<file path="config.mk">
export PLATFORM = sky130hd
export DESIGN_NAME = axi_wr_burst_gen_flat
export DESIGN_NICKNAME = d
export VERILOG_FILES = /design/src/rtl/axi_wr_burst_gen_if.sv /design/src/rtl/axi_wr_burst_gen.sv /design/src/flat_wrapper.sv
export SDC_FILE = /design/constraint.sdc
export NUM_CORES = 1
export LEC_CHECK = 0
export CORE_MARGIN = 3
export CORE_UTILIZATION = 55
export DETAILED_ROUTE_END_ITERATION = 10
export PLACE_DENSITY = 0.86
export SYNTH_ARGS = -nofsm -noshare
export SYNTH_HDL_FRONTEND = slang
export SYNTH_SLANG_ARGS = --single-unit
</file>
<file path="constraint.sdc">
create_clock -name clk_i -period 6.55 [get_ports clk_i]
set_input_delay 1.965 -clock clk_i [delete_from_list [all_inputs] [get_ports clk_i]]
set_output_delay 1.965 -clock clk_i [all_outputs]
set_load 0.005 [all_outputs]
</file>
<file path="src/rtl/axi_wr_burst_gen_if.sv">
// rtl/axi_wr_burst_gen_if.sv - AXI4 write-channel bundle (AW/W/B) for the burst generator
interface axi_wr_burst_gen_if #(
    parameter int AW = 32,
    parameter int DW = 32,
    parameter int IW = 10,
    parameter int UW = 8
);
    logic [IW-1:0]   aw_id;
    logic [AW-1:0]   aw_addr;
    logic [7:0]      aw_len;
    logic [2:0]      aw_size;
    logic [1:0]      aw_burst;
    logic [UW-1:0]   aw_user;
    logic            aw_valid;
    logic            aw_ready;

    logic [DW-1:0]   w_data;
    logic [DW/8-1:0] w_strb;
    logic            w_last;
    logic [UW-1:0]   w_user;
    logic            w_valid;
    logic            w_ready;

    logic [IW-1:0]   b_id;
    logic [1:0]      b_resp;
    logic [UW-1:0]   b_user;
    logic            b_valid;
    logic            b_ready;

    modport master (
        output aw_id, aw_addr, aw_len, aw_size, aw_burst, aw_user, aw_valid,
        input  aw_ready,
        output w_data, w_strb, w_last, w_user, w_valid,
        input  w_ready,
        input  b_id, b_resp, b_user, b_valid,
        output b_ready
    );

    modport slave (
        input  aw_id, aw_addr, aw_len, aw_size, aw_burst, aw_user, aw_valid,
        output aw_ready,
        input  w_data, w_strb, w_last, w_user, w_valid,
        output w_ready,
        output b_id, b_resp, b_user, b_valid,
        input  b_ready
    );
endinterface

</file>
<file path="src/rtl/axi_wr_burst_gen.sv">
// rtl/axi_wr_burst_gen.sv - AXI4 INCR write burst generator with bounded outstanding and B checking
module axi_wr_burst_gen #(
    parameter int AW        = 32,
    parameter int DW        = 32,
    parameter int IW        = 10,
    parameter int UW        = 8,
    parameter int MAX_OUTST = 4
) (
    input  logic          clk_i,
    input  logic          rst_ni,
    input  logic          start_i,
    input  logic [15:0]   num_txn_i,
    input  logic [AW-1:0] base_addr_i,
    input  logic [7:0]    len_i,
    input  logic [IW-1:0] id_i,
    input  logic [UW-1:0] user_i,
    input  logic [DW-1:0] data_seed_i,
    output logic          busy_o,
    output logic          done_o,
    output logic [15:0]   err_cnt_o,
    output logic [1:0]    last_resp_o,
    axi_wr_burst_gen_if.master m_axi
);
    localparam int SIZE = $clog2(DW/8);
    localparam int OW   = $clog2(MAX_OUTST + 1);
    localparam logic [OW-1:0] MAX_O = OW'(MAX_OUTST);

    typedef enum logic [1:0] {S_IDLE, S_RUN, S_DONE} state_t;

    state_t r_state, w_state_nxt;

    logic [15:0]     r_num_txn;
    logic [7:0]      r_len;
    logic [IW-1:0]   r_id;

    logic [15:0]     r_aw_sent;
    logic [OW-1:0]   r_outst;
    logic [15:0]     r_b_cnt;
    logic [7:0]      r_w_beat;
    logic [15:0]     r_w_burst;

    logic [IW-1:0]   r_aw_id;
    logic [AW-1:0]   r_aw_addr;
    logic [7:0]      r_aw_len;
    logic [2:0]      r_aw_size;
    logic [1:0]      r_aw_burst;
    logic [UW-1:0]   r_aw_user;
    logic            r_aw_valid;

    logic [DW-1:0]   r_w_data;
    logic [DW/8-1:0] r_w_strb;
    logic            r_w_last;
    logic [UW-1:0]   r_w_user;
    logic            r_w_valid;

    logic            r_b_ready;
    logic [15:0]     r_err_cnt;
    logic [1:0]      r_last_resp;

    logic            w_run;
    logic            w_aw_hs;
    logic            w_w_hs;
    logic            w_b_hs;
    logic            w_b_counted;
    logic            w_b_bad;
    logic [15:0]     w_aw_sent_nxt;
    logic [OW-1:0]   w_outst_nxt;
    logic [16:0]     w_b_cnt_nxt;
    logic            w_beat_is_last;
    logic [7:0]      w_w_beat_nxt;
    logic [15:0]     w_w_burst_nxt;
    logic [AW-1:0]   w_burst_bytes;
    logic            w_unused_b_user;

    assign w_run   = (r_state == S_RUN);
    assign w_aw_hs = r_aw_valid & m_axi.aw_ready;
    assign w_w_hs  = r_w_valid & m_axi.w_ready;
    assign w_b_hs  = m_axi.b_valid & r_b_ready;

    // Only a B that matches an in-flight AW counts towards completion; anything else is an error.
    assign w_b_counted = w_b_hs & w_run & (r_outst != '0);
    assign w_b_bad     = (m_axi.b_resp != 2'b00) | (m_axi.b_id != r_id) | ~w_b_counted;

    assign w_aw_sent_nxt = r_aw_sent + 16'(w_aw_hs);
    assign w_b_cnt_nxt   = {1'b0, r_b_cnt} + 17'(w_b_counted);

    always_comb begin
        w_outst_nxt = r_outst;
        if (w_aw_hs && !w_b_counted) begin
            w_outst_nxt = r_outst + OW'(1);
        end else if (!w_aw_hs && w_b_counted) begin
            w_outst_nxt = r_outst - OW'(1);
        end
    end

    assign w_beat_is_last = (r_w_beat == r_len);
    assign w_w_beat_nxt   = !w_w_hs ? r_w_beat : (w_beat_is_last ? 8'd0 : r_w_beat + 8'd1);
    assign w_w_burst_nxt  = r_w_burst + 16'(w_w_hs & w_beat_is_last);

    assign w_burst_bytes = AW'({1'b0, r_len} + 9'd1) << SIZE;

    assign w_unused_b_user = ^m_axi.b_user;

    always_ff @(posedge clk_i or negedge rst_ni) begin
        if (!rst_ni) begin
            r_state <= S_IDLE;
        end else begin
            r_state <= w_state_nxt;
        end
    end

    always_comb begin
        w_state_nxt = r_state;
        case (r_state)
            S_IDLE: if (start_i) w_state_nxt = S_RUN;
            S_RUN:  if (w_b_cnt_nxt == {1'b0, r_num_txn}) w_state_nxt = S_DONE;
            S_DONE: w_state_nxt = S_IDLE;
            default: w_state_nxt = S_IDLE;
        endcase
    end

    always_ff @(posedge clk_i or negedge rst_ni) begin
        if (!rst_ni) begin
            r_num_txn   <= '0;
            r_len       <= '0;
            r_id        <= '0;
            r_aw_sent   <= '0;
            r_outst     <= '0;
            r_b_cnt     <= '0;
            r_w_beat    <= '0;
            r_w_burst   <= '0;
            r_aw_id     <= '0;
            r_aw_addr   <= '0;
            r_aw_len    <= '0;
            r_aw_size   <= '0;
            r_aw_burst  <= '0;
            r_aw_user   <= '0;
            r_aw_valid  <= 1'b0;
            r_w_data    <= '0;
            r_w_strb    <= '0;
            r_w_last    <= 1'b0;
            r_w_user    <= '0;
            r_w_valid   <= 1'b0;
            r_b_ready   <= 1'b0;
            r_err_cnt   <= '0;
            r_last_resp <= '0;
        end else begin
            r_b_ready <= 1'b1;
            if (r_state == S_IDLE && start_i) begin
                r_num_txn   <= num_txn_i;
                r_len       <= len_i;
                r_id        <= id_i;
                r_aw_sent   <= '0;
                r_outst     <= '0;
                r_b_cnt     <= '0;
                r_w_beat    <= '0;
                r_w_burst   <= '0;
                r_aw_id     <= id_i;
                r_aw_addr   <= base_addr_i;
                r_aw_len    <= len_i;
                r_aw_size   <= 3'(SIZE);
                r_aw_burst  <= 2'b01;
                r_aw_user   <= user_i;
                r_aw_valid  <= (num_txn_i != 16'd0);
                r_w_data    <= data_seed_i;
                r_w_strb    <= '1;
                r_w_last    <= (len_i == 8'd0);
                r_w_user    <= user_i;
                r_w_valid   <= 1'b0;
                r_err_cnt   <= '0;
                r_last_resp <= '0;
            end else begin
                if (w_b_hs && w_b_bad && r_err_cnt != 16'hFFFF) begin
                    r_err_cnt <= r_err_cnt + 16'd1;
                end
                if (w_b_hs && w_run) begin
                    r_last_resp <= m_axi.b_resp;
                end

                if (w_run) begin
                    r_aw_sent <= w_aw_sent_nxt;
                    r_outst   <= w_outst_nxt;
                    r_b_cnt   <= w_b_cnt_nxt[15:0];
                    r_w_beat  <= w_w_beat_nxt;
                    r_w_burst <= w_w_burst_nxt;

                    if (w_aw_hs) begin
                        r_aw_addr <= r_aw_addr + w_burst_bytes;
                    end
                    // Valid re-evaluated only when idle or just accepted, so it never drops unacknowledged.
                    if (!r_aw_valid || w_aw_hs) begin
                        r_aw_valid <= (w_aw_sent_nxt != r_num_txn) && (w_outst_nxt < MAX_O);
                    end

                    if (w_w_hs) begin
                        r_w_data <= r_w_data + DW'(1);
                        r_w_last <= (w_w_beat_nxt == r_len);
                    end
                    // A burst's beats may only start once its AW has been accepted.
                    if (!r_w_valid || w_w_hs) begin
                        r_w_valid <= (w_w_burst_nxt < r_num_txn) && (w_w_burst_nxt < w_aw_sent_nxt);
                    end
                end else begin
                    r_aw_valid <= 1'b0;
                    r_w_valid  <= 1'b0;
                end
            end
        end
    end

    assign busy_o      = w_run;
    assign done_o      = (r_state == S_DONE);
    assign err_cnt_o   = r_err_cnt;
    assign last_resp_o = r_last_resp;

    assign m_axi.aw_id    = r_aw_id;
    assign m_axi.aw_addr  = r_aw_addr;
    assign m_axi.aw_len   = r_aw_len;
    assign m_axi.aw_size  = r_aw_size;
    assign m_axi.aw_burst = r_aw_burst;
    assign m_axi.aw_user  = r_aw_user;
    assign m_axi.aw_valid = r_aw_valid;
    assign m_axi.w_data   = r_w_data;
    assign m_axi.w_strb   = r_w_strb;
    assign m_axi.w_last   = r_w_last;
    assign m_axi.w_user   = r_w_user;
    assign m_axi.w_valid  = r_w_valid;
    assign m_axi.b_ready  = r_b_ready;
endmodule

</file>
<file path="src/flat_wrapper.sv">
// flat-port wrapper written by rule: the top's interface ports become plain ports
module axi_wr_burst_gen_flat 
#(
    parameter int AW        = 32,
    parameter int DW        = 32,
    parameter int IW        = 10,
    parameter int UW        = 8,
    parameter int MAX_OUTST = 4
)
  (clk_i, rst_ni, start_i, num_txn_i, base_addr_i, len_i, id_i, user_i, data_seed_i, busy_o, done_o, err_cnt_o, last_resp_o, m_axi_aw_id, m_axi_aw_addr, m_axi_aw_len, m_axi_aw_size, m_axi_aw_burst, m_axi_aw_user, m_axi_aw_valid, m_axi_aw_ready, m_axi_w_data, m_axi_w_strb, m_axi_w_last, m_axi_w_user, m_axi_w_valid, m_axi_w_ready, m_axi_b_id, m_axi_b_resp, m_axi_b_user, m_axi_b_valid, m_axi_b_ready);
  axi_wr_burst_gen_if #(.AW(AW), .DW(DW), .IW(IW), .UW(UW)) m_axi_i ();
  input  logic clk_i;
  input  logic rst_ni;
  input  logic start_i;
  input  logic [15:0] num_txn_i;
  input  logic [AW-1:0] base_addr_i;
  input  logic [7:0] len_i;
  input  logic [IW-1:0] id_i;
  input  logic [UW-1:0] user_i;
  input  logic [DW-1:0] data_seed_i;
  output logic busy_o;
  output logic done_o;
  output logic [15:0] err_cnt_o;
  output logic [1:0] last_resp_o;
  output wire logic [$bits(m_axi_i.aw_id)-1:0] m_axi_aw_id;
  output wire logic [$bits(m_axi_i.aw_addr)-1:0] m_axi_aw_addr;
  output wire logic [$bits(m_axi_i.aw_len)-1:0] m_axi_aw_len;
  output wire logic [$bits(m_axi_i.aw_size)-1:0] m_axi_aw_size;
  output wire logic [$bits(m_axi_i.aw_burst)-1:0] m_axi_aw_burst;
  output wire logic [$bits(m_axi_i.aw_user)-1:0] m_axi_aw_user;
  output wire logic [$bits(m_axi_i.aw_valid)-1:0] m_axi_aw_valid;
  input wire logic [$bits(m_axi_i.aw_ready)-1:0] m_axi_aw_ready;
  output wire logic [$bits(m_axi_i.w_data)-1:0] m_axi_w_data;
  output wire logic [$bits(m_axi_i.w_strb)-1:0] m_axi_w_strb;
  output wire logic [$bits(m_axi_i.w_last)-1:0] m_axi_w_last;
  output wire logic [$bits(m_axi_i.w_user)-1:0] m_axi_w_user;
  output wire logic [$bits(m_axi_i.w_valid)-1:0] m_axi_w_valid;
  input wire logic [$bits(m_axi_i.w_ready)-1:0] m_axi_w_ready;
  input wire logic [$bits(m_axi_i.b_id)-1:0] m_axi_b_id;
  input wire logic [$bits(m_axi_i.b_resp)-1:0] m_axi_b_resp;
  input wire logic [$bits(m_axi_i.b_user)-1:0] m_axi_b_user;
  input wire logic [$bits(m_axi_i.b_valid)-1:0] m_axi_b_valid;
  output wire logic [$bits(m_axi_i.b_ready)-1:0] m_axi_b_ready;
  assign m_axi_aw_id = m_axi_i.aw_id;
  assign m_axi_aw_addr = m_axi_i.aw_addr;
  assign m_axi_aw_len = m_axi_i.aw_len;
  assign m_axi_aw_size = m_axi_i.aw_size;
  assign m_axi_aw_burst = m_axi_i.aw_burst;
  assign m_axi_aw_user = m_axi_i.aw_user;
  assign m_axi_aw_valid = m_axi_i.aw_valid;
  assign m_axi_i.aw_ready = m_axi_aw_ready;
  assign m_axi_w_data = m_axi_i.w_data;
  assign m_axi_w_strb = m_axi_i.w_strb;
  assign m_axi_w_last = m_axi_i.w_last;
  assign m_axi_w_user = m_axi_i.w_user;
  assign m_axi_w_valid = m_axi_i.w_valid;
  assign m_axi_i.w_ready = m_axi_w_ready;
  assign m_axi_i.b_id = m_axi_b_id;
  assign m_axi_i.b_resp = m_axi_b_resp;
  assign m_axi_i.b_user = m_axi_b_user;
  assign m_axi_i.b_valid = m_axi_b_valid;
  assign m_axi_b_ready = m_axi_i.b_ready;
  axi_wr_burst_gen #(.AW(AW), .DW(DW), .IW(IW), .UW(UW), .MAX_OUTST(MAX_OUTST)) u_core (.clk_i(clk_i), .rst_ni(rst_ni), .start_i(start_i), .num_txn_i(num_txn_i), .base_addr_i(base_addr_i), .len_i(len_i), .id_i(id_i), .user_i(user_i), .data_seed_i(data_seed_i), .busy_o(busy_o), .done_o(done_o), .err_cnt_o(err_cnt_o), .last_resp_o(last_resp_o), .m_axi(m_axi_i));
endmodule
</file>
==> summary.json, run 1 <==
{
  "layout-drive-gt1-share_pct": 4.07,
  "cp_data_required_time_ns": 6.89,
  "floorplan.die.width_microns": 154,
  "critical_path_buf_inv_count": 2,
  "most_frequent_cells_in_the_layout": "275 x nand2_1, 250 x clkdlybuf4s50_1, 190 x dfrtp_1",
  "worst_slew_margin_rel_pct": 22.4,
  "worst_path_dominant_cell_family": "simple AND/OR/NAND/NOR gates",
  "final.min_clock_period_ns": 5.54,
  "seq_area_frac_synth_pct": 39.6,
  "final-setup-viol-count": 0,
  "cts_post_setup_buffers_inserted": 0,
  "critical_path.most_common_cell": "nand3_1",
  "gp_congestion": 0.932,
  "yosysWarnings": 0,
  "worst_slack_setup_final_ns": 1.01,
  "async_flop_share_pct": 100,
  "final.setup_skew_ns": 0.0103,
  "grt_overflow_total": 0,
  "syn_to_final_growth_pct": 26.0,
  "clock-sinks": 190,
  "cts-resized-gates": 0,
  "syn_area_sq_um": 12000,
  "multi_input_area_sq_um": 6700,
  "post_cts_hold_buffer_count": 0,
  "drcViolationCount": 0,
  "maxClockFrequency_ghz": 0.180,
  "clk_latency_ns": 0.43,
  "leakage_dissipation_nw": 6.27,
  "layout_worst_path_cycle_share_pct": 84.6,
  "number_of_h_tree_levels": 4,
  "hpwlAfterDp_mm": 24.3,
  "detail_route.iter0.violations": 869,
  "first_global_vias": 11000,
  "cts_buffers": 17,
  "post_synth_num_cell_types": 74,
  "num-nets-final": 1818,
  "top_level_ports": 263,
  "grt_pass1_wl_mm": 54.5,
  "clock_tree_from_tritoncts": "built",
  "buffer_ports.inserted": 251,
  "dp_worst_setup_slack_ns": 0.516,
  "status": "complete, no violations",
  "postSynthAreaPerCell_sq_um": 8.36,
  "drt_pass1_iterations": 5,
  "worst-setup-path-type": "in2reg",
  "pin_count_of_the_biggest_net_entering_global_routing": 106,
  "routed_wire_length_per_instance_microns": 17.5,
  "max_cap_check_violation_count": 0,
  "seq_area_sq_um": 4750,
  "design.die.area_sq_um": 23600,
  "die_h_microns": 154,
  "floorplan.core_area_sq_um": 21200,
  "hold_viol": 0,
  "critical_path_arrival_ns": 5.88,
  "finalMaxSlewViolations": 0,
  "route.detailed.vias_per_inst": 5.82,
  "ctsLongestPathBuffers": 2,
  "crit_path_top_delay_cell": "clkdlybuf4s50_1",
  "finalSetupTns_ns": 0,
  "yosys_register_bits": 190,
  "crit_chain": "clkdlybuf4s50_1 -> nand2_1 -> nor4_4 -> ha_1 -> nand3_1 -> nor2_1 -> buf_4 -> nand3_1 -> nor2_1 -> nand3_1 -> xnor2_1 -> ha_1 -> a21oi_1 -> nor2b_1 -> o21ai_0 -> nand2_1 -> nor4_1 -> o221ai_1 -> o32ai_1",
  "initial_cell_density_of_the_core_pct": 56.6,
  "postSynth.topFlopCell": "dfrtp_1",
  "antenna_found_initial": 2,
  "clock-root-buffer": "clkbuf_16",
  "design_power_total_mw": 6.06,
  "final_common_cell": "nand2_1",
  "routed-via-count": 11200,
  "worst_setup_path_start_kind": "primary input",
  "grt_usage_pct": 27.7,
  "netlist_instances": 1437,
  "finalWirelength_mm": 33.6,
  "crit_path_max_cell_delay_ns": 0.54,
  "worst-path-max-fanout": 7,
  "unrepaired_setup_endpoints_after_global_routing": "false",
  "cell_rows": 53,
  "max_slew.worst_pin.slew_ns": 1.16,
  "vdd_ir_drop_max_v": 0.000263,
  "drt.antenna.violating_nets": 0,
  "hold_ws_ns": 0.496,
  "pwr_density_cell_nw_per_um2": 400,
  "path_clk_slew_ns": 0.07,
  "fillerInstances": 1631,
  "crit_path_end_kind": "flip-flop",
  "synth_edf_count": 0,
  "hold_path_class": "reg2reg"
}
-- kinds of logic after synthesis --
| kind of cell | share of synthesized area, % |
|---|---|
| and+or+nand+nor | 22.5 |
| AOI/OAI and AO/OA | 15.3 |
| DFF | 39.6 |
| xor gates and xnor gates | 11.7 |
| buffers and inverters | 4.77 |
| adders and majority gates | 5.58 |
| muxes | 0.500 |
| other | 0.0625 |
-- layer usage --
| layer | GRT usage, % | vias up | share of wire (%) |
|---|---|---|---|
| li1 | - | 5338 | - |
| met2 | 45.6 | 434 | 49 |
| met4 | 9.55 | 0 | 2.5 |
| met5 | 0 | - | 0 |
| met1 | 36.4 | 5361 | 42 |
| met3 | 5.88 | 67 | 6.9 |
-- state kept, by name (all words and copies together), names as in the netlist --
register / flops
u_core.last_resp_o: 2
u_core.r_id: 10
u_core.m_axi.aw_addr: 32
u_core.m_axi.w_data: 32
u_core.r_num_txn: 16
u_core.r_outst: 3
u_core.m_axi.w_valid: 1
u_core.err_cnt_o: 16
u_core.m_axi.aw_user: 8
u_core.r_b_cnt: 16
u_core.r_w_beat: 8
u_core.m_axi.w_last: 1
u_core.r_aw_sent: 16
u_core.r_state: 2
u_core.m_axi.b_ready: 1
u_core.r_w_burst: 16
u_core.r_len: 8
u_core.m_axi.aw_valid: 1
u_core.m_axi.aw_size: 1
-- synth_stat cells (7+ instances only) --
library cell | n | area [sq um]
or3_1 | 7 | 43.8
nor4_1 | 14 | 87.6
o22ai_1 | 10 | 62.6
nand4_1 | 30 | 188
nand3_1 | 76 | 380
xor2_1 | 65 | 569
xnor2_1 | 95 | 832
inv_1 | 42 | 158
and3_1 | 20 | 125
ha_1 | 52 | 651
o21ai_0 | 149 | 746
buf_4 | 19 | 143
a31oi_1 | 18 | 113
a21oi_1 | 56 | 280
nor3_1 | 19 | 95.1
a211oi_1 | 8 | 60.1
nor2_1 | 93 | 349
dfrtp_1 | 190 | 4750
nand2_1 | 276 | 1040
clkbuf_1 | 59 | 221
nand2b_1 | 12 | 75.1
o31ai_1 | 20 | 150
a21o_1 | 7 | 52.6
-- tightest hold or removal path, stage by stage (launching register included) --
cell and delay (ns):
dfrtp_1 0.36, nand2_1 0.05, nand2_1 0.06
-- stage by stage --
stage	utilization (%)	instances	area, sq um
after global placement	68.6	1889	14600
after detailed placement	68.6	1889	14600
after CTS	71.3	1921	15100
after floorplan	-	1439	12000
final	71.3	1923	15100
after global routing	71.3	1923	15100
-- final timing paths --
check	start	end	slack (ns)	cells after the start
min in group asynchronous	rst_ni	u_core.r_b_cnt[10]	1.59	1
worst max-delay path	m_axi_w_ready	u_core.m_axi.w_valid	1.01	19
worst min register to register	u_core.m_axi.aw_addr[1]	u_core.m_axi.aw_addr[1]	0.50	2
worst min-delay path	u_core.m_axi.aw_addr[1]	u_core.m_axi.aw_addr[1]	0.50	2
max in group asynchronous	rst_ni	u_core.r_w_beat[6]	3.77	2
worst max register to register	u_core.r_w_beat[0]	u_core.m_axi.w_valid	2.03	19
-- power breakdown --
part / switching [mW] / internal [mW] / leakage, nW
logic: 1.49 / 1.45 / 3.58
clock network: 0.488 / 0.514 / 0.266
registers: 0.545 / 1.57 / 2.43
total: 2.52 / 3.54 / 6.27
-- final cells by class --
class / instances / area share (%)
diodes: 2 / 0.0331
clock buffers: 19 / 2.99
clock inverters: 13 / 0.703
inverters: 42 / 1.04
multi-input cells: 1119 / 44.3
flip-flops and latches: 190 / 31.4
well taps: 275 / 2.27
repair buffers: 263 / 17.2
(Power assumes the default switching activity.)
==> run 2, diff against run 1 <==
- CORE_UTILIZATION: 55 -> 52
- PLACE_DENSITY: 0.86 -> 0.82
- clock period: 6.55 -> 5.2 ns (I/O delays scaled with it)
==> run 2 against run 1 <==
Register-to-register slack lost 1.2 ns. Clock power grew 30%. Routed wire length grew 1.7%. Highest routed layer is now met5.
==> summary.json, run 2 (synthesis results as in run 1) <==
{
  "dpl_cells": 1913,
  "fillerInstances": 1768,
  "floorplan.core_area_sq_um": 22200,
  "drt.antenna.violating_nets": 0,
  "detail_route.iter0.violations": 942,
  "finalWirelength_mm": 34.2,
  "routed_wire_length_per_instance_microns": 17.6,
  "grt_usage_pct": 26.8,
  "worst_setup_path_start_kind": "primary input",
  "routed-via-count": 11300,
  "route.detailed.vias_per_inst": 5.80,
  "fin_area_sq_um": 15300,
  "antenna_found_initial": 1,
  "hold_viol": 0,
  "grt_pass1_wl_mm": 54.0,
  "hold_path_class": "reg2reg",
  "num-nets-final": 1837,
  "critical_path_arrival_ns": 5.14,
  "gp_congestion": 0.918,
  "final-setup-viol-count": 0,
  "layout_worst_path_cycle_share_pct": 92.4,
  "pin_count_of_the_biggest_net_entering_global_routing": 130,
  "postPlaceCellArea_sq_um": 14700,
  "final.min_clock_period_ns": 4.80,
  "most_frequent_cells_in_the_layout": "275 x nand2_1, 250 x clkdlybuf4s50_1, 190 x dfrtp_1",
  "final-instance-count-excl-fill": 1945,
  "critical_path_buf_inv_count": 1,
  "max_cap_check_violation_count": 0,
  "cp_data_required_time_ns": 5.54,
  "crit_path_max_cell_delay_ns": 0.48,
  "buffer_ports.inserted": 251,
  "worst-setup-path-type": "in2reg",
  "clock_tree_from_tritoncts": "built",
  "unrepaired_setup_endpoints_after_global_routing": "false",
  "design_power_total_mw": 7.70,
  "critical_path.most_common_cell": "ha_1",
  "top_level_ports": 263,
  "fin_util_pct": 68.9,
  "finalMaxSlewViolations": 0,
  "vdd_ir_drop_max_v": 0.000372,
  "status": "complete, no violations",
  "clk_latency_ns": 0.44,
  "syn_to_final_growth_pct": 27.6,
  "grt_overflow_total": 0,
  "leakage_dissipation_nw": 6.39,
  "clock-sinks": 190,
  "drt_pass1_iterations": 5,
  "final_common_cell": "nand2_1",
  "floorplan.die.width_microns": 158,
  "pwr_density_cell_nw_per_um2": 502,
  "finalSetupTns_ns": 0,
  "cts_buffers": 17,
  "hpwlAfterDp_mm": 25.0,
  "drcViolationCount": 0,
  "die_h_microns": 158,
  "number_of_h_tree_levels": 4,
  "ctsLongestPathBuffers": 2,
  "path_clk_slew_ns": 0.08,
  "design.die.area_sq_um": 25000,
  "max_slew.worst_pin.slew_ns": 0.925,
  "layout-drive-gt1-share_pct": 5.11,
  "worst_path_dominant_cell_family": "simple AND/OR/NAND/NOR gates",
  "final.setup_skew_ns": 0.0136,
  "maxClockFrequency_ghz": 0.208,
  "worst-path-max-fanout": 3,
  "first_global_vias": 10900,
  "crit_path_top_delay_cell": "clkdlybuf4s50_1",
  "worst_slew_margin_rel_pct": 38.2,
  "initial_cell_density_of_the_core_pct": 54.0,
  "antenna-diode-count": 0,
  "cell_rows": 54,
  "crit_chain": "clkdlybuf4s50_1 -> nand2_1 -> nor4_4 -> ha_1 -> ha_1 -> and3_1 -> and3_1 -> and2_1 -> nand4_1 -> xnor2_1 -> ha_1 -> nor2b_1 -> o21ai_0 -> nand2_1 -> nor4_1 -> o221ai_1 -> o32ai_1",
  "crit_path_end_kind": "flip-flop",
  "clock-root-buffer": "clkbuf_16"
}
-- run 2: cell types whose count changed in the layout (fill, tap and decap cells not counted), moves of 2 or more --
cell      previous run  this run
clkbuf_1             0         2
buf_4               12        29
diode_2              2         0
clkinv_4             3         1
buf_12               0         2
-- run 2: metrics by stage --
stage | hold slack, ns | worst slack [ns]
floorplan | 0.466 | 0.457
detailed placement | 0.477 | -0.119
CTS | 0.495 | 0.311
global route | 0.509 | 0.0370
global placement | 0.463 | -0.0161
finish | 0.489 | 0.395
-- run 2: final cells by class --
cell class / count / area [sq um] / share of cell area, %
tap: 280 / 350 / 2.29
inverter: 42 / 158 / 1.03
clock inverter: 12 / 126 / 0.825
timing repair buffer: 282 / 2770 / 18.1
multi-input combinational: 1119 / 6710 / 43.8
sequential: 190 / 4750 / 31.0
clock buffer: 20 / 447 / 2.92
-- run 2: power by group --
group / switching (mW) / internal [mW] / leakage (nW)
Clock: 0.611 / 0.688 / 0.273
Combinational: 1.89 / 1.84 / 3.69
Sequential: 0.689 / 1.98 / 2.43
-- run 2: repair_timing --
item | 4_1_cts | 5_1_grt
endpoints found under the setup margin | 0 | 1
gates resized for setup | 0 | 1
hold buffers | 0 | 0
hold endpoints to repair | 0 | 0
buffers inserted | 0 | 0
-- run 2: routing by layer --
layer	vias to the layer above	part of all wire, %	track usage, %
met2	451	48	44.3
met3	77	8.0	7.00
li1	5378	-	-
met4	2	3.1	9.50
met5	-	0.038	0
met1	5376	41	34.1
-- run 2: worst paths after layout --
kind	startpoint	to	slack, ns	cells past startpoint
max in group asynchronous	rst_ni	u_core.m_axi.w_data[26]	3.19	2
min in group asynchronous	rst_ni	u_core.r_b_cnt[13]	1.14	1
setup reg to reg	u_core.r_w_beat[0]	u_core.m_axi.w_valid	0.86	17
hold / removal	u_core.m_axi.aw_addr[1]	u_core.m_axi.aw_addr[1]	0.49	2
hold reg to reg	u_core.m_axi.aw_addr[1]	u_core.m_axi.aw_addr[1]	0.49	2
setup / recovery	m_axi_w_ready	u_core.m_axi.w_valid	0.40	17
-- run 2: worst register-to-register path, stage by stage (launching register included) --
cell      delay (ns)
dfrtp_1         0.58
xor2_1          0.20
or4_4           0.60
nor4_4          0.21
ha_1            0.23
ha_1            0.17
and3_1          0.17
and3_1          0.18
and2_1          0.17
nand4_1         0.12
xnor2_1         0.30
ha_1            0.30
nor2b_1         0.13
o21ai_0         0.14
nand2_1         0.06
nor4_1          0.25
o221ai_1        0.19
o32ai_1         0.23
==> run 3, diff against run 2 <==
- ABC_AREA: default -> 1
- CORE_UTILIZATION: 52 -> 53
==> run 3 against run 2 <==
Cell area up 7.7%. Register-to-register slack better by 0.35 ns. Die area up 7.2%. Clock skew up 0.0069 ns. Non-clock buffer count down 13. Worst setup slack worse by 0.065 ns. Sequential power about the same. Core utilization down 1.3 points. Area after synthesis up 9.5%. Global-route usage up 3.4 points. Flip-flop and latch count unchanged. Synthesized cell count up 30%. Largest power group unchanged.
==> summary.json, run 3 <==
{
  "status": "complete, no violations",
  "maxClockFrequency_ghz": 0.205,
  "antenna_found_initial": 0,
  "cts_buffers": 17,
  "num-nets-final": 2268,
  "leading_cell_type_by_number_of_instances_after_synthesis": "nand2_1",
  "most_numerous_cell_types_in_the_synthesized_netlist": "510 x nand2_1, 216 x inv_1, 190 x dfrtp_1",
  "max_cap_check_violation_count": 0,
  "grt_pass1_wl_mm": 65.3,
  "clock_tree_from_tritoncts": "built",
  "unrepaired_setup_endpoints_after_global_routing": "false",
  "cts_post_setup_buffers_inserted": 0,
  "synth-adder-area-share_pct": 5.10,
  "syn_area_sq_um": 13200,
  "reg2reg_to": "u_core.m_axi.w_valid",
  "cts-resized-gates": 0,
  "drt_pass1_iterations": 6,
  "async_flop_share_pct": 100,
  "ff2ff_setup_slack_ns": 1.21,
  "routed-via-count": 13600,
  "worstHoldEndpoint": "u_core.m_axi.aw_addr[0]",
  "layout_worst_path_cycle_share_pct": 93.7,
  "worst_slew_margin_rel_pct": 19.3,
  "final_common_cell": "nand2_1",
  "final-setup-viol-count": 0,
  "timing.hold.worst.start": "u_core.m_axi.aw_addr[0]",
  "main_combinational_cell_family_by_area_after_synthesis": "simple AND/OR/NAND/NOR gates",
  "hpwlAfterDp_mm": 30.7,
  "post_cts_hold_buffer_count": 0,
  "floorplan.die.width_microns": 164,
  "die_h_microns": 164,
  "worst_setup_path_start_kind": "primary input",
  "synth-xor-area-share_pct": 4.17,
  "path_clk_slew_ns": 0.07,
  "synth.top_cell.area_share_pct": 36.1,
  "worst-setup-path-type": "in2reg",
  "cp_data_required_time_ns": 5.54,
  "final.setup_skew_ns": 0.0206,
  "synth.largest_area_cell": "dfrtp_1",
  "worst-path-max-fanout": 3,
  "hold_viol": 0,
  "max_slew.worst_pin.slew_ns": 1.21,
  "synth_mux_area_share_pct": 0,
  "finalMaxSlewViolations": 0,
  "worst_slack_setup_final_ns": 0.330,
  "design.die.area_sq_um": 26800,
  "syn_to_final_growth_pct": 25.4,
  "hold_ws_ns": 0.488,
  "drt.antenna.violating_nets": 0,
  "post_synth_num_cell_types": 56,
  "grt_usage_pct": 30.2,
  "first_global_vias": 13000,
  "critical_path_arrival_ns": 5.21,
  "yosysWarnings": 0,
  "route.detailed.vias_per_inst": 5.62,
  "timing.reg2reg.worst_path_depth": 22,
  "postSynth.topFlopCell": "dfrtp_1",
  "antenna-diode-count": 0,
  "yosys_register_bits": 190,
  "pwr_density_cell_nw_per_um2": 470,
  "detail_route.iter0.violations": 1315,
  "finalWirelength_mm": 40.9,
  "hold_path_class": "reg2reg",
  "postSynthAreaPerCell_sq_um": 7.06,
  "layout-drive-gt1-share_pct": 5.01,
  "grt_overflow_total": 0,
  "design_power_total_mw": 7.76,
  "vdd_ir_drop_max_v": 0.000284,
  "ys_top_cells_by_area": "dfrtp_1 36%, nand2_1 15%, nand3_1 6.5%, inv_1 6.2%, o21ai_0 5.3%",
  "synth_edf_count": 0,
  "clk_latency_ns": 0.44,
  "fillerInstances": 2127,
  "synth_simple_gate_area_share_pct": 32.2,
  "seq_area_frac_synth_pct": 36.1,
  "dp_worst_setup_slack_ns": -0.0708,
  "leakage_dissipation_nw": 7.58,
  "final.min_clock_period_ns": 4.87,
  "routed_wire_length_per_instance_microns": 16.9,
  "clock-root-buffer": "clkbuf_16",
  "gp_congestion": 0.988,
  "netlist_instances": 1864,
  "holdPathStages": 2,
  "ctsLongestPathBuffers": 2,
  "pin_count_of_the_biggest_net_entering_global_routing": 83,
  "crit_path_end_kind": "flip-flop",
  "worst_r2r_startpoint": "u_core.r_len[7]",
  "most_frequent_cells_in_the_layout": "510 x nand2_1, 250 x clkdlybuf4s50_1, 216 x inv_1",
  "number_of_h_tree_levels": 4,
  "initial_cell_density_of_the_core_pct": 53.9,
  "compound_cell_area_share_of_the_yosys_netlist_pct": 13.2,
  "buffer_ports.inserted": 251,
  "floorplan.core_area_sq_um": 24400,
  "drcViolationCount": 0,
  "top_level_ports": 263,
  "clock-sinks": 190,
  "cell_rows": 57
}
-- run 3: cell types whose count changed in the layout (fill, tap and decap cells not counted), moves of 12 or more --
| cell | delta |
|---|---|
| inv_1 | +174 |
| xnor2_1 | -77 |
| nor3_1 | +15 |
| nand2_1 | +235 |
| buf_4 | -12 |
| o22ai_1 | +43 |
| nor2_1 | +48 |
| and3_1 | -19 |
| o211ai_1 | +19 |
| a31oi_1 | -15 |
| xor2_1 | -22 |
| nand3_1 | +95 |
-- run 3: layout make-up --
| class | instances | area, sq um | share of cell area [%] |
|---|---|---|---|
| clock buffer | 19 | 453 | 2.74 |
| sequential | 190 | 4750 | 28.8 |
| tap | 324 | 405 | 2.46 |
| timing repair buffer | 269 | 2660 | 16.1 |
| multi-input combinational | 1381 | 7220 | 43.8 |
| clock inverter | 13 | 158 | 0.955 |
| inverter | 224 | 843 | 5.11 |
-- run 3: worst max-delay path by stage --
| stage | depth (start not counted) | end | start |
|---|---|---|---|
| after global routing | 21 | u_core.m_axi.w_valid | m_axi_w_ready |
| after CTS | 22 | u_core.m_axi.w_valid | m_axi_w_ready |
| after floorplan | 22 | u_core.m_axi.w_valid | m_axi_w_ready |
| final | 22 | u_core.m_axi.w_valid | m_axi_w_ready |
| after detailed placement | 22 | u_core.m_axi.w_valid | m_axi_w_ready |
| after global placement | 22 | u_core.m_axi.w_valid | m_axi_w_ready |
-- run 3: layer usage --
metal  routed length, microns  global-route usage [%]  vias up  part of all wire (%)
met5                        0                       0        -                     0
met4                     1070                    8.23        0                   2.6
met3                     3510                    6.77       89                   8.6
met2                    19600                    50.4      595                    48
met1                    16700                    39.6     6298                    41
li1                         -                       -     6609                     -
-- run 3: logic make-up after synthesis --
group | count (synthesis)
xor+xnor | 61
fa+ha+maj | 53
other cells | 2
simple gates | 964
compound gates | 299
buf+inv | 295
flops | 190
-- run 3: worst max-delay path, cell delays in order --
cell	delay, ns
clkdlybuf4s50_1	0.49
nand2_2	0.06
a21oi_1	0.15
nand2_2	0.09
nor2_4	0.12
nand3_4	0.07
inv_1	0.14
ha_1	0.19
ha_1	0.17
nand3_1	0.12
nor3_2	0.19
nand4_1	0.13
or2_1	0.26
nor2_1	0.12
xor2_1	0.20
inv_1	0.10
ha_1	0.19
a21oi_1	0.14
o21ai_0	0.11
nor4_1	0.27
nand3_1	0.16
a21oi_1	0.15
-- run 3: metrics by stage --
stage	instances	TNS [ns]	cell area (sq um)	util, %
after floorplan	1866	0	13200	-
after global placement	2388	0	15900	65.2
after detailed placement	2388	-0.0708	15900	65.2
after CTS	2420	0	16500	67.7
after global routing	2420	0	16500	67.7
final	2420	0	16500	67.7
-- run 3: power breakdown --
group	leakage (nW)	internal, mW	total [mW]	switching, mW
Clock	0.287	0.747	1.38	0.635
Sequential	2.41	1.98	2.69	0.706
Combinational	4.88	1.65	3.69	2.04
